## src/rtl/processor_pkg.sv

```systemverilog
// Shared definitions for the pipeline memory path.
//   - SZ_* : access size codes used on mem_size / ram_size
//   - arb_state_e : unified memory arbiter state encoding
//   - ADDR_W_DEF / DATA_W_DEF : default bus widths
package processor_pkg;

    localparam int ADDR_W_DEF = 32;
    localparam int DATA_W_DEF = 32;

    localparam logic [1:0] SZ_BYTE = 2'b00;
    localparam logic [1:0] SZ_HALF = 2'b01;
    localparam logic [1:0] SZ_WORD = 2'b10;

    typedef enum logic [2:0] {
        ST_IDLE     = 3'd0,
        ST_IF_ACC   = 3'd1,
        ST_MEM_ACC  = 3'd2,
        ST_IF_DONE  = 3'd3,
        ST_MEM_DONE = 3'd4,
        ST_MEM_ERR  = 3'd5
    } arb_state_e;

endpackage

```

## src/rtl/mem_align_check.sv

```systemverilog
// Combinational alignment check for a data access.
//   size_i       : access size code (SZ_BYTE / SZ_HALF / SZ_WORD)
//   addr_lo_i    : two least significant address bits
//   misaligned_o : 1 when the address is not naturally aligned for the size
// The reserved size code 2'b11 is reported as aligned.
module mem_align_check
    import processor_pkg::*;
(
    input  logic [1:0] size_i,
    input  logic [1:0] addr_lo_i,
    output logic       misaligned_o
);

    always_comb begin
        misaligned_o = 1'b0;
        case (size_i)
            SZ_HALF: misaligned_o = addr_lo_i[0];
            SZ_WORD: misaligned_o = (addr_lo_i != 2'b00);
            default: misaligned_o = 1'b0;
        endcase
    end

endmodule

```

## src/rtl/unified_mem_arbiter.sv

```systemverilog
// Shares one single-port RAM between instruction fetch (IF) and load/store (MEM).
//   clk, reset          : clock, asynchronous active-high reset
//   if_*                : fetch request / response, if_flush cancels the fetch response
//   mem_*               : load/store request / response, mem_err flags misalignment
//   ram_*               : registered RAM command, ram_rdata/ram_ready handshake back
//
// state       | meaning
// ------------+-----------------------------------------------------------
// ST_IDLE     | arbitrate between IF and MEM, register the winning command
// ST_IF_ACC   | fetch on the RAM, waiting for ram_ready
// ST_MEM_ACC  | load/store on the RAM, waiting for ram_ready
// ST_IF_DONE  | if_valid pulse (masked by a same-cycle if_flush)
// ST_MEM_DONE | mem_valid pulse, mem_err = 0
// ST_MEM_ERR  | mem_valid pulse, mem_err = 1, no RAM access was made
module unified_mem_arbiter
    import processor_pkg::*;
#(
    parameter int ADDR_W       = ADDR_W_DEF,
    parameter int DATA_W       = DATA_W_DEF,
    parameter int STARVE_LIMIT = 4
) (
    input  logic              clk,
    input  logic              reset,
    input  logic              if_req,
    input  logic [ADDR_W-1:0] if_addr,
    input  logic              if_flush,
    output logic              if_valid,
    output logic [DATA_W-1:0] if_rdata,
    output logic              if_stall,
    input  logic              mem_req,
    input  logic              mem_we,
    input  logic [1:0]        mem_size,
    input  logic [ADDR_W-1:0] mem_addr,
    input  logic [DATA_W-1:0] mem_wdata,
    output logic              mem_valid,
    output logic [DATA_W-1:0] mem_rdata,
    output logic              mem_err,
    output logic              mem_stall,
    output logic              ram_en,
    output logic              ram_we,
    output logic [1:0]        ram_size,
    output logic [ADDR_W-1:0] ram_addr,
    output logic [DATA_W-1:0] ram_wdata,
    input  logic [DATA_W-1:0] ram_rdata,
    input  logic              ram_ready
);

    localparam int STREAK_W = (STARVE_LIMIT < 1) ? 1 : $clog2(STARVE_LIMIT + 1);
    localparam logic [STREAK_W-1:0] STREAK_MAX = STREAK_W'(STARVE_LIMIT);

    arb_state_e          state_q;
    logic [STREAK_W-1:0] streak_q;
    logic                drop_q;
    logic                if_valid_q;
    logic                mem_valid_q;
    logic                mem_err_q;
    logic                ram_en_q;
    logic                ram_we_q;
    logic [1:0]          ram_size_q;
    logic [ADDR_W-1:0]   ram_addr_q;
    logic [DATA_W-1:0]   ram_wdata_q;
    logic [DATA_W-1:0]   if_rdata_q;
    logic [DATA_W-1:0]   mem_rdata_q;

    logic mem_misaligned;
    logic if_starved;

    mem_align_check u_align (
        .size_i       (mem_size),
        .addr_lo_i    (mem_addr[1:0]),
        .misaligned_o (mem_misaligned)
    );

    // IF has watched STARVE_LIMIT MEM grants in a row and must go next.
    assign if_starved = if_req && (streak_q == STREAK_MAX);

    always_ff @(posedge clk or posedge reset) begin
        if (reset) begin
            state_q     <= ST_IDLE;
            streak_q    <= '0;
            drop_q      <= 1'b0;
            if_valid_q  <= 1'b0;
            mem_valid_q <= 1'b0;
            mem_err_q   <= 1'b0;
            ram_en_q    <= 1'b0;
            ram_we_q    <= 1'b0;
            ram_size_q  <= '0;
            ram_addr_q  <= '0;
            ram_wdata_q <= '0;
            if_rdata_q  <= '0;
            mem_rdata_q <= '0;
        end else begin
            if_valid_q  <= 1'b0;
            mem_valid_q <= 1'b0;
            mem_err_q   <= 1'b0;

            // A withdrawn fetch request ends the starvation streak in any state.
            if (!if_req) begin
                streak_q <= '0;
            end

            case (state_q)
                ST_IDLE: begin
                    drop_q <= 1'b0;
                    if (mem_req && mem_misaligned) begin
                        state_q     <= ST_MEM_ERR;
                        mem_valid_q <= 1'b1;
                        mem_err_q   <= 1'b1;
                        mem_rdata_q <= '0;
                    end else if (mem_req && !if_starved) begin
                        state_q     <= ST_MEM_ACC;
                        ram_en_q    <= 1'b1;
                        ram_we_q    <= mem_we;
                        ram_size_q  <= mem_size;
                        ram_addr_q  <= mem_addr;
                        ram_wdata_q <= mem_wdata;
                        if (if_req && (streak_q != STREAK_MAX)) begin
                            streak_q <= streak_q + 1'b1;
                        end
                    end else if (if_req) begin
                        state_q     <= ST_IF_ACC;
                        ram_en_q    <= 1'b1;
                        ram_we_q    <= 1'b0;
                        ram_size_q  <= SZ_WORD;
                        ram_addr_q  <= if_addr;
                        ram_wdata_q <= '0;
                        streak_q    <= '0;
                    end
                end

                ST_IF_ACC: begin
                    if (if_flush) begin
                        drop_q <= 1'b1;
                    end
                    if (ram_ready) begin
                        ram_en_q   <= 1'b0;
                        ram_we_q   <= 1'b0;
                        if_rdata_q <= ram_rdata;
                        // A flush on the completing cycle discards the data as well.
                        if (drop_q || if_flush) begin
                            state_q <= ST_IDLE;
                            drop_q  <= 1'b0;
                        end else begin
                            state_q    <= ST_IF_DONE;
                            if_valid_q <= 1'b1;
                        end
                    end
                end

                ST_MEM_ACC: begin
                    if (ram_ready) begin
                        ram_en_q    <= 1'b0;
                        ram_we_q    <= 1'b0;
                        mem_rdata_q <= ram_rdata;
                        state_q     <= ST_MEM_DONE;
                        mem_valid_q <= 1'b1;
                    end
                end

                ST_IF_DONE, ST_MEM_DONE, ST_MEM_ERR: begin
                    state_q <= ST_IDLE;
                end

                default: begin
                    state_q <= ST_IDLE;
                end
            endcase
        end
    end

    // The fetch pulse is registered but still masked by a flush in the same cycle.
    assign if_valid  = if_valid_q & ~if_flush;
    assign if_rdata  = if_rdata_q;
    assign if_stall  = if_req & ~if_valid;
    assign mem_valid = mem_valid_q;
    assign mem_err   = mem_err_q;
    assign mem_rdata = mem_rdata_q;
    assign mem_stall = mem_req & ~mem_valid;
    assign ram_en    = ram_en_q;
    assign ram_we    = ram_we_q;
    assign ram_size  = ram_size_q;
    assign ram_addr  = ram_addr_q;
    assign ram_wdata = ram_wdata_q;

endmodule

```

## config.mk

```make
export PLATFORM = sky130hd
export DESIGN_NAME = unified_mem_arbiter
export DESIGN_NICKNAME = d
export VERILOG_FILES = /design/src/rtl/processor_pkg.sv /design/src/rtl/mem_align_check.sv /design/src/rtl/unified_mem_arbiter.sv
export SDC_FILE = /design/constraint.sdc
export NUM_CORES = 1
export LEC_CHECK = 0
export ABC_CLOCK_PERIOD_IN_PS = 4400
export CAP_MARGIN = 20
export CORE_MARGIN = 10
export CORE_UTILIZATION = 38
export CTS_CLUSTER_DIAMETER = 200
export DETAILED_ROUTE_END_ITERATION = 10
export PLACE_DENSITY = 0.76
export SETUP_SLACK_MARGIN = 0.1
export SLEW_MARGIN = 15
export SYNTH_ARGS = -nofsm -noshare
export SYNTH_HDL_FRONTEND = slang
export SYNTH_HIERARCHICAL = 1
export SYNTH_SLANG_ARGS = --single-unit
```

## constraint.sdc

```tcl
create_clock -name clk -period 4.4 [get_ports clk]
set_clock_uncertainty 0.15 [all_clocks]
set_input_delay 0.66 -clock clk [delete_from_list [all_inputs] [get_ports clk]]
set_output_delay 0.66 -clock clk [all_outputs]
set_load 0.05 [all_outputs]
```

==> run_results.csv <==
group,metric,value,unit
outcome,status,"finished clean",
synth,synth_edf_count,0,
layout,nNetsFinal,914,
synth,synth.distinct_cells,42,
timing,maxClockFrequency,311,MHz
clocking,clkSlewWorstSetupHoldPaths,0.06,ns
power_and_ir_drop,combPwrFrac,55.0,%
clocking,root_buffer,"clkbuf_16",
timing,fin_crit_sh,73.0,%
floorplanning,initial_core_util,38.5,%
floorplanning,die_h,149,um
floorplanning,ios,274,
synth,synth_top_area_share,56.3,%
timing,maxSlewHeadroom,51.7,%
layout,diodes,0,
critical_path,end_kind,"flop",
clocking,clock-sinks,142,
synth,synthMuxAreaShare,11.4,%
routing,route.met2.wl,9930,um
clocking,cts_resized,0,
place,port_buffers,273,
floorplanning,rows,47,
layout,area_growth,56.2,%
critical_path,crit_required,4.54,ns
job,drv_cap,0,
critical_path,cp_max_fo,48,
clocking,holdBufCountCts,0,
synth,synthSimpleGateAreaFrac,11.4,%
synth,synth_seq_cells,142,
synth,yosysSeqAreaShare,56.3,%
clocking,h-tree-depth,4,
routing,dr.first_iter.drc_count,201,
timing,finalSetupViolCount,0,
global_routing,overflow,0,
routing,avgViaCountPerCell,5.26,
routing,route.detailed.drc,0,
global_routing,track_usage,18.0,%
timing,final_hold_viol_count,0,
routing,wl_per_cell,20.2,um
clocking,cts_buffer_depth,2,
routing,met3WireLength,2050,um
timing,slew_viol_final,0,
synth,synth-xor-area-share,0.139,%
timing,tightest_slew,0.724,ns
critical_path,cp-start-kind,"input pin",
routing,dr_total_vias,5288,
clocking,clkLatencyLatePin,0.41,ns
synth,synth_commonest_cells,"142 x dfrtp_1, 65 x a22o_1, 64 x mux2_1",
power_and_ir_drop,p_clk_share,17.9,%
place,dp_hpwl,15200,um
timing,rsz0062_at_grt,"false",
routing,drtAntennaViolNets,0,
clocking,cts_buffers,17,
synth,synth_area_leader_cell,"dfrtp_1",
layout,fin_util,60.0,%
synth,ys_warn_count,6,
hold_path,hold_path_class,"flop to flop",
routing,wl_met1,8000,um
routing,highest_layer,"met4",
synth,netlist_area,6310,um2
power_and_ir_drop,p_int,0.00454,W
clocking,cts_tree,"built",
floorplanning,core_region_area,16400,um2
global_routing,grt_pass1_wl,31900,um
synth,postSynthCellCount,515,
power_and_ir_drop,swShare,46.9,%
global_routing,grt_pass1_vias,5682,
layout,layout-drive-gt1-share,7.00,%
power_and_ir_drop,power_density,869,nW/um2
routing,drt_pass1_iterations,4,
floorplanning,die_w,149,um
critical_path,arrival,3.35,ns
power_and_ir_drop,power_leakage,4.10,nW
power_and_ir_drop,seqPwrFrac,27.1,%
synth,synthArstFlopShare,100,%
synth,avgSynthCellArea,12.2,um2
synth,synth_most_common_cell,"dfrtp_1",
power_and_ir_drop,ir_drop,0.628,mV
floorplanning,dieArea,22200,um2
global_routing,grt_max_degree,81,
synth,syn_nets,656,
synth,synth_top_family_by_area,"compound AO/OA/AOI/OAI gates",
synth,yosys_most_used_dff,"dfrtp_1",
synth,ys_top_cells_by_area,"dfrtp_1 56%, mux2_1 11%, a22o_1 9.0%",
timing,final.min_clock_period,3.21,ns
routing,routed_wl,20300,um
critical_path,crit_type,"input pin to flop",
timing,fin_setup_tns,0,ns
synth,synth_compound_area_share,15.6,%
clocking,cts_setup_buffers,0,
global_routing,antenna_found_initial,0,
layout,filler_cell_count,1300,
power_and_ir_drop,p_sw,0.00401,W
synth,synth_fa_ha_area_share,0.793,%
place,finalWeightedCongestion,0.835,
==> final timing paths <==
check,from,to,slack [ns],depth (start not counted)
hold reg to reg,if_rdata[11],if_rdata[11],0.34,1
setup / recovery,mem_size[0],ram_addr[21],1.19,9
min in group asynchronous,reset,if_rdata[7],0.38,2
hold / removal,if_rdata[11],if_rdata[11],0.34,1
max in group asynchronous,reset,mem_rdata[12],2.81,3
setup reg to reg,state_q[2],ram_addr[21],1.88,4
==> sequential cells by signal, indices dropped and copies added, names as in the netlist <==
signal / flops
drop_q: 1
if_rdata: 32
if_valid_q: 1
mem_err: 1
mem_rdata: 32
mem_valid: 1
ram_addr: 32
ram_en: 1
ram_size: 2
ram_wdata: 32
ram_we: 1
state_q: 3
streak_q: 3
==> per-stage QoR <==
| stage | instance area [um2] | instances | setup WS (ns) | hold WS, ns | power (W) |
|---|---|---|---|---|---|
| 6_report | 9850 | 1006 | 1.19 | 0.336 | 0.00856 |
| 5_1_grt | 9850 | 1006 | 0.940 | 0.354 | 0.00895 |
| 3_5_place_dp | 9220 | 974 | 0.728 | 0.326 | 0.00707 |
| 4_1_cts | 9850 | 1006 | 1.17 | 0.343 | 0.00866 |
| 2_1_floorplan | 6310 | 515 | 1.66 | 0.342 | 0.00534 |
| 3_3_place_gp | 9210 | 973 | 0.800 | 0.318 | 0.00697 |
==> layout make-up <==
cell class	count	area, um2	area share (%)
clock buffer	18	429	4.36
multi-input combinational	316	2510	25.5
clock inverter	14	203	2.06
timing repair buffer	286	2840	28.9
sequential	142	3550	36.1
tap	220	275	2.79
inverter	10	41.3	0.419
==> per-layer routing <==
| layer | vias up | GRT usage, % |
|---|---|---|
| met2 | 199 | 29.6 |
| met3 | 24 | 8.65 |
| li1 | 2427 | - |
| met4 | 0 | 4.81 |
| met5 | - | 0 |
| met1 | 2638 | 20.5 |
==> critical path: stages <==
cell and delay, ns:
clkdlybuf4s50_1 0.51, inv_1 0.05, ha_1 0.19, o21ai_1 0.07, a21oi_1 0.16, a2111oi_2 0.60
o21ai_4 0.33, buf_4 0.38, mux2_1 0.38
==> cells by family after synthesis <==
logic type | Yosys count
xor gates and xnor gates | 1
buffers and inverters | 57
and+or+nand+nor | 127
DFF | 142
AOI/OAI and AO/OA | 120
muxes | 64
adders and majority gates | 4
==> placed cells by master (no fill, tap or decap), types with 3 or more instances in the layout <==
| master | n |
|---|---|
| clkdlybuf4s50_1 | 271 |
| dfrtp_1 | 142 |
| a22o_1 | 65 |
| mux2_1 | 64 |
| nand2_1 | 40 |
| nand4_1 | 34 |
| nand2b_1 | 33 |
| o211ai_1 | 32 |
| clkbuf_16 | 17 |
| buf_4 | 12 |
| inv_1 | 6 |
| a21oi_1 | 5 |
| nor2_1 | 5 |
| inv_6 | 5 |
| clkinvlp_4 | 4 |
| ha_1 | 4 |
| bufinv_16 | 4 |
| inv_2 | 3 |
| and3_1 | 3 |
==> power groups by stage <==
| stage | Clock [W] | Sequential (W) | Combinational [W] |
|---|---|---|---|
| floorplan | 0 | 0.00437 | 0.000968 |
| global placement | 0 | 0.00230 | 0.00467 |
| detailed placement | 0 | 0.00232 | 0.00475 |
| CTS | 0.00158 | 0.00232 | 0.00476 |
| global route | 0.00163 | 0.00239 | 0.00493 |
| finish | 0.00154 | 0.00231 | 0.00471 |
Power figures use the tool's default switching activity.
